**src/rtl/dmem_pkg.sv**
```systemverilog
// Shared types and helpers for the data-memory responder.
package dmem_pkg;
  typedef enum logic [1:0] {IDLE, WAIT, RESP} state_e;

  localparam int WORD_BYTES  = 4;
  localparam int MAX_LATENCY = 15;

  // Misaligned or beyond the last word of the array.
  function automatic logic addr_err(input logic [31:0] addr, input int unsigned depth);
    return (addr[1:0] != 2'b00) || ({2'b00, addr[31:2]} >= 32'(depth));
  endfunction
endpackage

```
**src/rtl/dmem_array.sv**
```systemverilog
// Word storage with per-byte write enables and a registered read port.
module dmem_array
  import dmem_pkg::*;
#(
  parameter int DEPTH_WORDS = 64,
  parameter int IDX_W       = 6
) (
  input  logic                  clk,
  input  logic                  en,
  input  logic                  we,
  input  logic [WORD_BYTES-1:0] be,
  input  logic [IDX_W-1:0]      idx,
  input  logic [31:0]           wdata,
  output logic [31:0]           rdata
);
  logic [31:0] mem [DEPTH_WORDS];

  always_ff @(posedge clk) begin
    if (en) begin
      if (we) begin
        for (int b = 0; b < WORD_BYTES; b++)
          if (be[b]) mem[idx][8*b +: 8] <= wdata[8*b +: 8];
      end
      rdata <= mem[idx];
    end
  end
endmodule

```
**src/rtl/dmem_responder.sv**
```systemverilog
// Data-memory responder: valid/ready request in, fixed wait states, masked word
// access, valid/ready response out.
module dmem_responder
  import dmem_pkg::*;
#(
  parameter int DEPTH_WORDS = 64,
  parameter int LATENCY     = 2
) (
  input  logic        clk,
  input  logic        reset,
  input  logic        req_valid,
  output logic        req_ready,
  input  logic        req_we,
  input  logic [31:0] req_addr,
  input  logic [31:0] req_wdata,
  input  logic [3:0]  req_be,
  output logic        rsp_valid,
  input  logic        rsp_ready,
  output logic [31:0] rsp_rdata,
  output logic        rsp_err,
  output logic        busy
);
  localparam int         IDX_W   = (DEPTH_WORDS > 1) ? $clog2(DEPTH_WORDS) : 1;
  localparam int         LAT_CLP = (LATENCY > MAX_LATENCY) ? MAX_LATENCY : LATENCY;
  localparam logic [3:0] LAT_M1  = (LAT_CLP == 0) ? 4'd0 : 4'(LAT_CLP - 1);
  localparam logic       ZERO_LAT = (LAT_CLP == 0);

  state_e      state;
  logic [3:0]  cnt;
  logic        cap_we;
  logic [31:0] cap_addr, cap_wdata;
  logic [3:0]  cap_be;
  logic        rsp_load;
  logic [31:0] arr_rdata;

  logic        accept, acc_en, acc_we, acc_err;
  logic [31:0] acc_addr, acc_wdata;
  logic [3:0]  acc_be;

  assign req_ready = (state == IDLE) && !reset;
  assign busy      = (state != IDLE);
  assign accept    = req_valid && req_ready;

  // Zero wait states: the access happens on the accept edge, straight off the bus.
  assign acc_we    = ZERO_LAT ? req_we    : cap_we;
  assign acc_addr  = ZERO_LAT ? req_addr  : cap_addr;
  assign acc_wdata = ZERO_LAT ? req_wdata : cap_wdata;
  assign acc_be    = ZERO_LAT ? req_be    : cap_be;
  assign acc_err   = addr_err(acc_addr, DEPTH_WORDS);
  assign acc_en    = ZERO_LAT ? accept : ((state == WAIT) && (cnt == 4'd0));

  dmem_array #(.DEPTH_WORDS(DEPTH_WORDS), .IDX_W(IDX_W)) u_array (
    .clk   (clk),
    .en    (acc_en && !acc_err),
    .we    (acc_we),
    .be    (acc_be),
    .idx   (acc_addr[IDX_W+1:2]),
    .wdata (acc_wdata),
    .rdata (arr_rdata)
  );

  // rsp_load is only set for a valid, in-range load, so data is zero otherwise.
  assign rsp_rdata = rsp_load ? arr_rdata : 32'd0;

  always_ff @(posedge clk or posedge reset) begin
    if (reset) begin
      state     <= IDLE;
      cnt       <= 4'd0;
      rsp_valid <= 1'b0;
      rsp_err   <= 1'b0;
      rsp_load  <= 1'b0;
      cap_we    <= 1'b0;
      cap_addr  <= 32'd0;
      cap_wdata <= 32'd0;
      cap_be    <= 4'd0;
    end else begin
      case (state)
        IDLE: if (accept) begin
          cap_we    <= req_we;
          cap_addr  <= req_addr;
          cap_wdata <= req_wdata;
          cap_be    <= req_be;
          if (ZERO_LAT) begin
            state     <= RESP;
            rsp_valid <= 1'b1;
            rsp_err   <= acc_err;
            rsp_load  <= !acc_we && !acc_err;
          end else begin
            cnt   <= LAT_M1;
            state <= WAIT;
          end
        end
        WAIT: if (cnt == 4'd0) begin
          state     <= RESP;
          rsp_valid <= 1'b1;
          rsp_err   <= acc_err;
          rsp_load  <= !acc_we && !acc_err;
        end else begin
          cnt <= cnt - 4'd1;
        end
        RESP: if (rsp_ready) begin
          state     <= IDLE;
          rsp_valid <= 1'b0;
          rsp_err   <= 1'b0;
          rsp_load  <= 1'b0;
        end
        default: state <= IDLE;
      endcase
    end
  end
endmodule

```
**config.mk**
```make
export PLATFORM = sky130hd
export DESIGN_NAME = dmem_responder
export DESIGN_NICKNAME = d
export VERILOG_FILES = /design/src/rtl/dmem_pkg.sv /design/src/rtl/dmem_array.sv /design/src/rtl/dmem_responder.sv
export SDC_FILE = /design/constraint.sdc
export NUM_CORES = 2
export LEC_CHECK = 0
export ABC_AREA = 1
export BUFFER_PORTS_ARGS = -buffer_cell sky130_fd_sc_hd__buf_4
export CAP_MARGIN = 20
export CELL_PAD_IN_SITES_DETAIL_PLACEMENT = 1
export CELL_PAD_IN_SITES_GLOBAL_PLACEMENT = 1
export CORE_ASPECT_RATIO = 0.5
export CORE_MARGIN = 8
export CORE_UTILIZATION = 40
export CTS_CLUSTER_DIAMETER = 200
export DETAILED_ROUTE_END_ITERATION = 12
export PLACE_DENSITY_LB_ADDON = 0.1
export REMOVE_ABC_BUFFERS = 1
export SLEW_MARGIN = 40
export SYNTH_ARGS = -nofsm -noshare
export SYNTH_HDL_FRONTEND = slang
export SYNTH_HIERARCHICAL = 1
export SYNTH_SLANG_ARGS = --single-unit
```
**constraint.sdc**
```tcl
create_clock -name clk -period 4.95 [get_ports clk]
set_input_delay 0.99 -clock clk [delete_from_list [all_inputs] [get_ports clk]]
set_output_delay 0.99 -clock clk [all_outputs]
set_load 0.02 [all_outputs]
```
=== Yosys cells after proc, flatten, opt, wreduce, memory -nomap -nowiden ===
Memory sizes are Yosys's and may differ from the RTL's. A register that Yosys moved wholly into a read port is not among the register bits.
Index checks and enable logic that the tools add are counted.

* RAM bits: 2048
* Word-level logic and storage cells: 68
* Input port bits: 73
* Memories: 1
* Output and inout port bits: 36
* Flip-flop bits (word level): 78
* Bits in read-only memories: 0
* Latch bits: 0

{| class="wikitable"
|+ Memory list
! memory !! words !! bits a word !! read ports !! clocked after Yosys merged registers in !! write ports !! line !! text
|-
| u_array.mem || 64 || 32 || 1 || 1 || 1 || dmem_array.sv:16 || <nowiki>logic [31:0] mem [DEPTH_WORDS];</nowiki>
|}

* Multiply operators: 0
* $lt $le $gt $ge: 1
* Equal/unequal tests: 6
* Add/subtract/negate cells: 1
* Mux-type cells: 31
* Shifts and indexed selects: 0
* Bitwise logic cells: 0
* Divide/modulo/power cells: 0
* Reductions and logical operators: 19

{| class="wikitable"
|+ Operators with widths
! kind !! count
|-
| 32-bit two-way mux || 1
|-
| 30-bit by 7-bit >= comparator with 1-bit output, second input constant || 1
|-
| 1-bit two-way mux || 20
|-
| 3-bit AND reduction || 3
|-
| 4-bit two-way mux || 2
|-
| 4-bit case mux with 2 select lines || 1
|-
| 2-bit nonzero test || 4
|-
| 2-bit two-way mux || 3
|-
| 2-bit inequality test, second input constant || 3
|-
| 1-bit case mux with 2 select lines || 3
|-
| 2-bit case mux with 3 select lines || 1
|-
| 1-bit logical AND || 5
|-
| 4-bit zero test || 1
|-
| 4-bit by 1-bit subtractor with 4-bit output, second input constant || 1
|-
| 1-bit zero test || 3
|-
| 2-bit by 1-bit == test with 1-bit output, second input constant || 1
|-
| 2-bit == test, second input constant || 1
|-
| 2-bit zero test || 1
|-
| 2-bit by 1-bit inequality test with 1-bit output, second input constant || 1
|-
| 2-bit AND reduction || 1
|-
| 1-bit logical OR || 1
|}

=== Depth between registers and ports, before layout ===
* Depth after elaboration: 6
* Gate-level depth with buffers: 15
* Gate-level depth less buffers: 11

=== Cells and area by module ===
The synthesis kept the hierarchy.

{| class="wikitable"
|+ By module, submodules not included
! module !! cells each !! area an instance (um^2) !! seq. area each (um^2) !! instances
|-
| dmem_array || 8723 || 88087.0 || 62459.9 || 1
|-
| dmem_responder || 445 || 3450.8 || 1951.9 || 1
|}

=== Worst setup path after synthesis ===
Ideal clock, no wire load.

* Path type: reg-to-reg
* Start: register cnt[1]
* End: memory u_array.mem[10][0] (enable)
* Arrival: 3050 ps
* Period minus slack after synthesis: 3420 ps
* Setup slack: 1530 ps
* Library setup time: 370 ps
* Cell stages (with the launch flop): 11
* Buffers on the path: 1
* Data required time: 4580 ps
* Cell sequence: dfrtp_1 -> inv_1 -> ha_1 -> nand3_1 -> nor2_2 -> nand2_1 -> nor2_1 -> and2_1 -> nand3_1 -> clkbuf_1 -> nor2_1

* Longest elaborated chain between the ends: 5

{| class="wikitable"
|+ RTL lines
! what !! line !! text
|-
| start, declared || dmem_responder.sv:29 || <nowiki>logic [3:0] cnt;</nowiki>
|-
| start signal, assigned || dmem_responder.sv:99 || <nowiki>cnt <= cnt - 4'd1;</nowiki>
|-
| 4-bit zero test || dmem_responder.sv:50 || <nowiki>assign acc_en = ZERO_LAT ? accept : ((state == WAIT) && (cnt == 4'd0));</nowiki>
|-
| 1-bit logical AND || dmem_responder.sv:50 ||
|-
| 1-bit logical AND || dmem_responder.sv:54 || <nowiki>.en (acc_en && !acc_err),</nowiki>
|-
| 1-bit two-way mux || dmem_array.sv:19 || <nowiki>if (en) begin</nowiki>
|-
| 1-bit two-way mux (implied by the code) || dmem_array.sv:22 || <nowiki>if (be[b]) mem[idx][8*b +: 8] <= wdata[8*b +: 8];</nowiki>
|-
| end, declared || dmem_array.sv:16 ||
|}

Every way passes these cells.

=== Worst setup path in the final report ===
* Start: register cap_addr[3], in the netlist acc_addr[3]
* End: memory u_array.mem[25][18] (enable)

* Longest elaborated chain between the ends: 6

{| class="wikitable"
|+ RTL lines
! what !! line !! text
|-
| start, declared || dmem_responder.sv:31 || <nowiki>logic [31:0] cap_addr, cap_wdata;</nowiki>
|-
| start signal, assigned || dmem_responder.sv:80 || <nowiki>cap_addr <= req_addr;</nowiki>
|-
| 30-bit by 7-bit >= comparator with 1-bit output || dmem_pkg.sv:10 || <nowiki>return (addr[1:0] != 2'b00) || ({2'b00, addr[31:2]} >= 32'(depth));</nowiki>
|-
| 1-bit logical OR || dmem_pkg.sv:10 ||
|-
| 1-bit zero test || dmem_responder.sv:54 ||
|-
| 1-bit logical AND || dmem_responder.sv:54 ||
|-
| 1-bit two-way mux || dmem_array.sv:19 ||
|-
| 1-bit two-way mux (implied by the code) || dmem_array.sv:22 ||
|}

Several ways; a longest one is shown, not always the timed one.

==> summary.txt <==
Status
  – Outcome: finished clean

Critical path
  – CP Launch Point: acc_addr[3]$_DFFE_PP0P_
  – FF-to-FF Start: acc_addr[3]$_DFFE_PP0P_
  – R2R Path End: u_array/mem[25][18]$_DFFE_PP_
  – CP endpoint kind: flip-flop
  – Reg-to-reg slack, setup: 1.26 ns
  – Critical Path RT: 5.41 ns
  – Worst Path Arrival: 4.15 ns
  – CP Class: reg2reg
  – R2r worst-path depth: 10
  – Startpoint types: flip-flop
  – Crit path max fanout: 31

Final layout
  – Fin nets: 9293
  – Final-layout fill cell count: 25278
  – Area grow syn2layout: 12.0%
  – Post-Layout Cell Count: 12412
  – FF+latch area: 64500 sq um
  – Multi-input combinational cell area: 24600 sq um
  – Layout cells sized above 1: 0.0717

Route
  – DRT iter0 DRCs: 5988
  – Routed wire length: 306000 um
  – Remaining antenna violation count after routing: 0
  – # DRC: 0
  – Vias post-DR: 63216
  – Routed length per instance: 24.6 um
  – Via density: 5.09
  – DRT Pass-1 Iters: 6

Timing
  – Maximum clock rate: 271 MHz
  – Worst Clk Skew: 0.0554 ns
  – RSZ-0062 raised after global routing: no
  – Actual slew at the worst max-slew pin: 0.916 ns
  – # setup viols final: 0
  – Setup_tns: 0 ns
  – Final period utilization: 0.746
  – Final hold vios: 0
  – Post-route minimum period: 3.69 ns
  – Pins Over Slew Limit: 0
  – Worst rel slew slack: 0.389

Place
  – DP HPWL: 193000 um
  – Cells after DPL: 12026
  – Gpl congestion: 0.838
  – Port Buffers: 108

Pwr
  – Reg power frac: 0.404
  – Pwr Density: 593 nW/um^2
  – P_int: 36.5 mW
  – Clock power frac: 0.264
  – Peak supply drop: 558 uV
  – Leak: 42.8 nW
  – Net Switching: 24.2 mW
  – Switch share: 0.399
  – Gate power share: 0.332

Yosys
  – Mapped Avg Cell Area: 9.98 sq um
  – Yosys reg bits: 2158
  – Most area-hungry cell type in the Yosys netlist: edfxtp_1
  – Cell area after synthesis: 91500 sq um
  – Post-synth cell types: 28
  – Top cell type's share of synthesized area: 0.682
  – FFs w/ async S/R, synth: 0.0361
  – Instance count of the mapped netlist: 9168
  – Post-synth EDFFs: 2080
  – Synth warnings: 6
  – Top post-synthesis cells by area: edfxtp_1 (68%), nand2_1 (25%), dfrtp_1 (2.1%), nor2_1 (1.4%), buf_2 (1.2%)
  – Register area share after synthesis: 0.704
  – Main flop type after synthesis: edfxtp_1

Clocking
  – TritonCTS buffer count: 208
  – Post-CTS Hold Buffers: 0
  – Clk buf depth: 4
  – CTS HTree Levels: 4
  – CTS tree: built
  – Clk sinks: 2158
  – Cells resized by post-CTS repair: 0
  – Clk pin slew, worst setup/hold paths: 0.07 ns
  – Clk_lat worst skew: 0.88 ns
  – Setup repair bufs after CTS: 0
  – Clock root buffer: clkbuf_16

Floorplan
  – Num ports: 109
  – FP Rows: 124
  – Area of the die: 245000 sq um
  – Die Y: 354 um
  – Die W: 693 um
  – Placeable Area: 228000 sq um
  – Initial Util: 0.401

Global route
  – Largest net degree at the start of global routing: 195
  – Vias in the first global route: 64666
  – Antenna violations before repair: 29
  – First-pass GRT wire length: 443000 um
  – Gr usage total: 0.244
  – Gr ovfl total: 0

Hold path
  – Min-delay worst type: in2async

Run
  – Max Cap Viol: 0
## power by group through the flow
| stage | Clock, mW | Sequential, mW | Combinational [mW] |
|---|---|---|---|
| after floorplan | 0 | 25.2 | 7.34 |
| after global placement | 0 | 25.1 | 19.7 |
| after detailed placement | 0 | 25.1 | 20.1 |
| after CTS | 16.4 | 24.7 | 20.2 |
| after global routing | 17.0 | 24.7 | 22.3 |
| final | 16.1 | 24.5 | 20.1 |
## per-stage QoR
| stage | total power, mW | instance area [sq um] | util | hold slack, ns | setup WS [ns] |
|---|---|---|---|---|---|
| 6_report | 60.7 | 103000 | 0.449 | 0.267 | 1.26 |
| 5_1_grt | 64.0 | 102000 | 0.449 | 0.292 | 1.05 |
| 4_1_cts | 61.2 | 102000 | 0.449 | 0.229 | 1.22 |
| 3_5_place_dp | 45.1 | 95700 | 0.420 | 0.467 | 1.24 |
| 3_3_place_gp | 44.9 | 95500 | 0.419 | 0.462 | 1.23 |
| 2_1_floorplan | 32.5 | 89100 | - | 0.448 | -38.79 |
## layout by cell type (no fill, tap or decap), drive strengths merged, types with 6 or more instances in the layout
master / count
edfxtp: 2080
inv: 78
nor2: 364
buf: 310
bufinv: 22
diode: 8
nor3: 11
nand3: 15
o21ai: 23
or2: 6
dfrtp: 78
clkbuf: 268
nand2: 6034
clkinv: 75
## routing by layer
metal,global-route usage,wire (um),vias up,share of wire
met5,0,28,-,0.000092
met4,0.0551,7160,4,0.023
met2,0.390,139000,1570,0.45
li1,-,-,29529,-
met1,0.353,142000,31747,0.46
met3,0.0349,17600,366,0.058
## sequential cells by signal (all words and copies together) (netlist names)
signal         cells
acc_wdata         32
u_array/mem     2048
rsp_valid          1
u_array/rdata     32
acc_addr          32
acc_be             4
rsp_load           1
acc_we             1
rsp_err            1
cnt                4
state              2
## critical path: stages, from the launching register on
cell and delay (ns):
dfrtp_4 0.69, inv_1 0.11, nand2_1 0.10, nor2_1 0.06, nand2_1 0.09, nand2_1 0.06
nor2_1 0.17, and2_4 0.44, nand3_4 0.39, buf_4 0.46, nor2_1 0.67
## area by class of cell
class	count	share of cell area
repair buffers	310	0.0261
clock buffers	268	0.0544
well taps	3024	0.0369
clock inverters	104	0.0102
inverters	76	0.00321
multi-input cells	6464	0.240
diodes	8	0.000195
flip-flops and latches	2158	0.629
## worst max path at each step
stage / endpoint / slack (ns) / cells past startpoint
2_1_floorplan: u_array/mem[15][0]$_DFFE_PP_ / -38.79 / 4
3_5_place_dp: u_array/mem[25][21]$_DFFE_PP_ / 1.24 / 10
3_3_place_gp: u_array/mem[55][27]$_DFFE_PP_ / 1.23 / 10
4_1_cts: u_array/mem[25][18]$_DFFE_PP_ / 1.22 / 10
5_1_grt: u_array/mem[25][22]$_DFFE_PP_ / 1.05 / 10
6_report: u_array/mem[25][18]$_DFFE_PP_ / 1.26 / 10
## Yosys cell counts (2+ instances only)
master    number
nand2_1     6033
edfxtp_1    2080
nor2_1       350
buf_2        222
clkbuf_1     137
dfrtp_1       78
buf_4         74
inv_1         67
buf_1         27
o21ai_1       19
nand3_1       15
nor2_2        13
buf_6         10
nor3_1        10
inv_2          6
o211ai_1       5
or2_2          5
o21ai_0        4
inv_4          3
ha_1           2
## cell families (layout without fill, tap and decap cells)
| logic type | after synthesis | count (layout) | synth area share |
|---|---|---|---|
| compound gates | 30 | 30 | 0.00180 |
| fa+ha+maj | 2 | 2 | 0.000273 |
| buf+inv | 546 | 758 | 0.0294 |
| flops | 2158 | 2158 | 0.704 |
| other cells | 0 | 8 | 0 |
| simple gates | 6432 | 6432 | 0.265 |
Note: power is estimated with default switching activity, not from simulation.
